[src/rtl/fetch_sequencer.sv]
// fetch_sequencer: start/abort/halt-controlled instruction fetch with valid/ready issue; `FETCH_STEP_EN adds step_mode_i/step_i single-stepping.
module fetch_sequencer #(
    parameter int ADDR_W  = 8,
    parameter int INSTR_W = 16
) (
    input  logic               clk,
    input  logic               rst,
    input  logic               start_i,
    input  logic [ADDR_W-1:0]  start_addr_i,
    input  logic               abort_i,
    output logic [ADDR_W-1:0]  mem_addr_o,
    input  logic [INSTR_W-1:0] mem_instr_i,
    output logic               issue_valid_o,
    input  logic               issue_ready_i,
    output logic [INSTR_W-1:0] issue_instr_o,
    output logic [ADDR_W-1:0]  issue_pc_o,
`ifdef FETCH_STEP_EN
    input  logic               step_mode_i,
    input  logic               step_i,
`endif
    output logic               running_o,
    output logic               halted_o
);
    typedef enum logic [1:0] {IDLE, FETCH, ISSUE, HALTED} state_t;
    localparam logic [3:0] OP_NOP = 4'hF, OP_JMP = 4'hE, OP_HALT = 4'hD;
    state_t state_q;
    logic [ADDR_W-1:0] pc_q, issue_pc_q;
    logic [INSTR_W-1:0] issue_instr_q;
    logic issue_valid_q, running_q, halted_q;
    logic [3:0] op;
    logic step_ok, dec;
    assign op = mem_instr_i[INSTR_W-1 -: 4];
`ifdef FETCH_STEP_EN
    assign step_ok = !step_mode_i || step_i;
`else
    assign step_ok = 1'b1;
`endif
    assign dec = step_ok && (state_q == FETCH || (state_q == ISSUE && issue_ready_i));
    always_ff @(posedge clk) begin
        if (rst) begin
            state_q       <= IDLE;
            pc_q          <= '0;
            issue_valid_q <= 1'b0;
            issue_instr_q <= '0;
            issue_pc_q    <= '0;
            running_q     <= 1'b0;
            halted_q      <= 1'b0;
        end else if (abort_i && state_q != IDLE) begin
            state_q       <= IDLE;
            issue_valid_q <= 1'b0;
            running_q     <= 1'b0;
            halted_q      <= 1'b0;
        end else if (start_i && !abort_i && (state_q == IDLE || state_q == HALTED)) begin
            state_q   <= FETCH;
            pc_q      <= start_addr_i;
            running_q <= 1'b1;
            halted_q  <= 1'b0;
        end else if (dec) begin
            issue_valid_q <= 1'b0;
            state_q       <= FETCH;
            running_q     <= 1'b1;
            halted_q      <= 1'b0;
            if (op == OP_NOP) begin
                pc_q <= pc_q + 1'b1;
            end else if (op == OP_JMP) begin
                pc_q <= mem_instr_i[ADDR_W-1:0];
            end else if (op == OP_HALT) begin
                state_q   <= HALTED;
                running_q <= 1'b0;
                halted_q  <= 1'b1;
            end else begin
                issue_instr_q <= mem_instr_i;
                issue_pc_q    <= pc_q;
                issue_valid_q <= 1'b1;
                pc_q          <= pc_q + 1'b1;
                state_q       <= ISSUE;
            end
        end else if (state_q == ISSUE && issue_ready_i) begin
            // consumed while waiting for a step: fall back to FETCH, pc already points past it
            issue_valid_q <= 1'b0;
            state_q       <= FETCH;
        end
    end
    assign mem_addr_o    = pc_q;
    assign issue_valid_o = issue_valid_q;
    assign issue_instr_o = issue_instr_q;
    assign issue_pc_o    = issue_pc_q;
    assign running_o     = running_q;
    assign halted_o      = halted_q;
endmodule

[config.mk]
export PLATFORM = sky130hd
export DESIGN_NAME = fetch_sequencer
export DESIGN_NICKNAME = d
export VERILOG_FILES = /design/src/rtl/fetch_sequencer.sv
export SDC_FILE = /design/constraint.sdc
export NUM_CORES = 1
export LEC_CHECK = 0
export ABC_CLOCK_PERIOD_IN_PS = 5100
export CAP_MARGIN = 25
export CORE_MARGIN = 2
export CORE_UTILIZATION = 35
export CTS_BUF_LIST = sky130_fd_sc_hd__clkbuf_16
export CTS_CLUSTER_SIZE = 16
export DETAILED_ROUTE_END_ITERATION = 12
export GPL_TIMING_DRIVEN = 0
export PLACE_DENSITY = 0.68
export SYNTH_ARGS = -nofsm -noshare
export SYNTH_HDL_FRONTEND = slang
export SYNTH_SLANG_ARGS = --single-unit
[constraint.sdc]
create_clock -name clk -period 5.1 [get_ports clk]
set_input_delay 0.765 -clock clk [delete_from_list [all_inputs] [get_ports clk]]
set_output_delay 0.765 -clock clk [all_outputs]
set_load 0.01 [all_outputs]
* Word-level counts from Yosys, hierarchy flattened
Cells that the tools add are included.
Storage, ports and cells: register bits 37, word-level logic and storage cells 61, output and inout bits 35
Cells by class: reductions and logical operators 17, add/sub/neg operators 1, eq/ne operators 7, bitwise logic cells 5, muxes and demuxes 23
Operators by type and width (count):
- 8-bit two-way mux | 5
- 1-bit two-way mux | 14
- 4-bit equality test, second input constant | 3
- 8-bit by 1-bit adder with 8-bit output, second input constant | 1
- 2-bit two-way mux | 4
- 6-bit AND reduction | 1
- 2-bit nonzero test | 3
- 1-bit inverter | 5
- 2-bit equality test, second input constant | 2
- 1-bit logical AND | 4
- 4-bit != test, second input constant | 1
- 3-bit AND reduction | 1
- 3-bit nonzero test | 1
- 3-bit OR reduction | 1
- 2-bit by 1-bit equality test with 1-bit output, second input constant | 1
- 2-bit logical NOT | 1
- 1-bit logical OR | 2
- 2-bit AND reduction | 1
- 2-bit OR reduction | 1
- 1-bit logical NOT | 1

* Depth between registers and ports, before layout
depth after elaboration 6, mapped depth 10, mapped depth without buffers 7

* Least setup slack after synthesis
No wires, ideal clock.
path kind input port to flip-flop, from in issue_ready_i, to reg issue_instr_q[11] (netlist: issue_instr_o[11]), stages on the path 8, setup slack 3.241 ns, setup time 0.137 ns, data arrival time 1.722 ns, path buffers 3, cells stage by stage a21oi_1 -> buf_2 -> nor3_2 -> and2_1 -> buf_4 -> buf_6 -> nand2_1 -> a21oi_1
Between the ends: longest elaborated chain between the ends 3
RTL lines:
- start, declared | line 14 | input logic issue_ready_i,
- 1-bit logical AND | line 38 | assign dec = step_ok && (state_q == FETCH || (state_q == ISSUE && issue_ready_i));
- 1-bit logical OR | line 38
- 6-bit AND reduction (no line)
- end signal, assigned | line 72 | issue_instr_q <= mem_instr_i;
- end, declared | line 28 | logic [INSTR_W-1:0] issue_instr_q;
Every way passes these cells. A chain may end at the register's enable or synchronous reset.

* Worst setup path after layout
from in abort_i, to reg issue_instr_q[11] (netlist: issue_instr_o[11])
Between the ends: longest elaborated chain between the ends 5, elaborated cells between the ends (all ways) 7, those cells by class bitwise (2); reduce/logical (5)
RTL lines:
- start, declared | line 10 | input logic abort_i,
- 1-bit logical NOT | line 53 | end else if (start_i && !abort_i && (state_q == IDLE || state_q == HALTED)) begin
- 1-bit logical AND (2 in series) | line 53
- 1-bit inverter (no line)
- 6-bit AND reduction (no line) (*)
Mark *: on every way between the ends. The rest lies on a longest branch, timed or not.

==> run_results.csv <==
group,metric,value,unit
grt,grt_pass1_wl,7430,um
die,start_util,36.3,%
timing,fin_ws,2860,ps
timing,hold_viol,0,
die,io_pins,64,
synthesis,synthCells,213,
layout,drive_above_1_share,9.22,%
detailed_routing,wl_per_cell,13.0,um
die,core-area,0.00475,mm2
grt,grt_pass1_vias,1582,
timing,period_minus_slack,2240,ps
timing,min_period_over_period,44.0,%
synthesis,synth_top_flop_cell,"dfxtp_1",
timing,tns,0,ps
synthesis,async_flop_share,0,%
synthesis,ys_ff_latch,37,
timing,fmax,446,MHz
timing,whs,455,ps
critical_path,worstSetupPathType,"primary input to flop",
place,port_buffers,62,
power_and_ir_drop,netSwitchingPower,0.000254,W
layout,final_util,53.9,%
critical_path,cp_slowest_cell,"nor3b_2",
synthesis,yosysWarningCount,0,
layout,num-nets-final,315,
die,die_x,74.3,um
grt,grt_max_degree,11,
clock_tree,cts_root_buf,"clkbuf_16",
timing,rsz0062_at_grt,"false",
run,maxCapViolations,0,
detailed_routing,wl,4540,um
clock_tree,clock_latency,270,ps
clock_tree,post_cts_buffers,0,
run_status,outcome,"finished, final reports clean",
critical_path,path_cells,"clkdlybuf4s50_1, nor3b_2, nor3_2, and2_1, buf_4, buf_6, nand2_1, a21oi_1",
clock_tree,ctsResizeCount,0,
power_and_ir_drop,powerDensity,342,mW/mm2
layout,nFillCells,477,
power_and_ir_drop,power_frac_clock,32.0,%
power_and_ir_drop,p_leak,0.881,nW
power_and_ir_drop,p_seq_share,39.9,%
layout,layout_commonest_cell,"clkdlybuf4s50_1",
synthesis,syn_area,0.00173,mm2
detailed_routing,via_per_inst,4.74,
layout,layout_common_cells,"62 x clkdlybuf4s50_1, 57 x nand2_1, 37 x dfxtp_1",
power_and_ir_drop,internal-power,0.000622,W
timing,finClkSkew,5.04,ps
die,fp.dieH,74.3,um
detailed_routing,drt-initial-drc-count,76,
clock_tree,cts_buffers,5,
grt,antenna_found_initial,0,
power_and_ir_drop,p_comb_share,28.1,%
place,place_hpwl,3430,um
synthesis,seq_area_frac_synth,42.9,%
timing,relSlewSlack,59.9,%
timing,tightest_slew,601,ps
clock_tree,cts_sinks,37,
detailed_routing,ant_nets,0,
clock_tree,cts_tree,"built",
critical_path,cpPeakStageDelay,460,ps
clock_tree,h-tree-depth,2,
clock_tree,path_clk_slew,50,ps
timing,slew_violations,0,
critical_path,crit_buf_inv,3,
grt,grt_overflow_total,0,
synthesis,syn-num-nets,246,
clock_tree,hold_buffers,0,
die,std_cell_rows,25,
synthesis,avgSynthCellArea,8.11,um2
clock_tree,clockBufferDepth,2,
detailed_routing,vias,1655,
place,pre_cts_slack,2580,ps
place,gp_congestion,0.772,
critical_path,cp_data_arrival_time,2370,ps
detailed_routing,firstDrtPassIters,4,
synthesis,ys_types,38,
layout,diodes,0,
detailed_routing,drc,0,
layout,area_growth,48.4,%
power_and_ir_drop,swShare,29.0,%
critical_path,cp_data_required_time,5230,ps
critical_path,critPathMaxFanout,10,
critical_path,crit_family,"simple AND/OR/NAND/NOR gates",
critical_path,cp-end-kind,"flop",
die,die_area,0.00551,mm2
grt,grt.total_usage,17.6,%
power_and_ir_drop,ir_worst_vdd,0.164,mV
timing,setup_viol,0,
critical_path,critPathLaunchType,"primary input",
synthesis,synth_enable_flop_cells,0,
worst_hold_path,worst_hold_path_type,"flop to flop",
==> metal layers <==
metal  wire length (um)  global-route usage, %
met3                310                   4.61
met4                 47                   4.76
met2               2010                   28.7
met5                  0                      0
met1               2180                   23.3
==> power by group through the flow <==
stage / clock [W] / combinational [W] / sequential, W
6_report: 0.000281 / 0.000246 / 0.000350
5_1_grt: 0.000304 / 0.000270 / 0.000355
4_1_cts: 0.000289 / 0.000248 / 0.000350
3_5_place_dp: 0 / 0.000247 / 0.000356
3_3_place_gp: 0 / 0.000243 / 0.000355
2_1_floorplan: 0 / 0.000129 / 0.000363
==> sequential cells by signal, summed over array words and instances (netlist names) <==
signal	flops
issue_pc_o	8
issue_instr_o	16
mem_addr_o	8
halted_o	1
issue_valid_o	1
state_q	2
running_o	1
==> synth_stat cells, types with 2 or more instances <==
cell type  count  area [um2]
buf_4          4        30.0
a211oi_1       5        37.5
inv_1          2        7.51
dfxtp_1       37         741
nor3_1         6        30.0
buf_6          3        33.8
a31oi_1        3        18.8
nand3_1        2        10.0
a21oi_1       33         165
a211oi_2       3        37.5
nor3_2         3        30.0
o21ai_0        7        35.0
buf_2          3        15.0
xnor2_1        2        17.5
or3_1          3        18.8
xor2_1         2        17.5
nor2_1        10        37.5
ha_1           4        50.1
nand2b_1       3        18.8
nand2_1       57         214
o211ai_1       2        15.0
clkbuf_1       3        11.3
==> worst reg2reg max path: cells and delay by family, from the launching register on <==
family / cells / cell delay, ps
AOI/OAI and AO/OA: 1 / 60
adders and majority gates: 1 / 320
buffers and inverters: 3 / 360
DFF: 1 / 360
and+or+nand+nor: 4 / 770
==> final timing paths <==
path,from,to,slack [ps],cells after the start
setup / recovery,abort_i,issue_instr_o[11],2860,8
hold / removal,issue_instr_o[3],issue_instr_o[3],450,2
setup reg to reg,state_q[0],issue_instr_o[11],3080,9
hold reg to reg,issue_instr_o[3],issue_instr_o[3],450,2
==> metrics by stage <==
stage | instances | total power, W | cell area, um2
after global placement | 342 | 0.000598 | 2430
after floorplan | 213 | 0.000492 | 1730
after detailed placement | 342 | 0.000603 | 2430
after global routing | 349 | 0.000929 | 2560
after CTS | 349 | 0.000887 | 2560
final | 349 | 0.000876 | 2560
==> logic make-up (layout without fill, tap and decap cells) <==
kind of cell	count (synthesis)	after routing	synth area share (%)
multiplexers	2	2	1.23
AO/OA/AOI/OAI	57	57	19.8
buffers and inverters	16	85	5.86
adder cells (fa/ha/maj)	4	4	2.90
flip-flops	37	37	42.9
AND/OR/NAND/NOR	93	93	25.3
XOR/XNOR	4	4	2.03
==> cell type report <==
type | instances | area (um2) | share of cell area [%]
multi-input combinational | 160 | 886 | 34.5
timing repair buffer | 62 | 621 | 24.2
inverter | 2 | 7.51 | 0.293
sequential | 37 | 741 | 28.9
clock buffer | 5 | 125 | 4.88
buffer | 14 | 93.8 | 3.66
tap | 67 | 83.8 | 3.27
clock inverter | 2 | 7.51 | 0.293
Note: power is estimated with default switching activity, not from simulation.
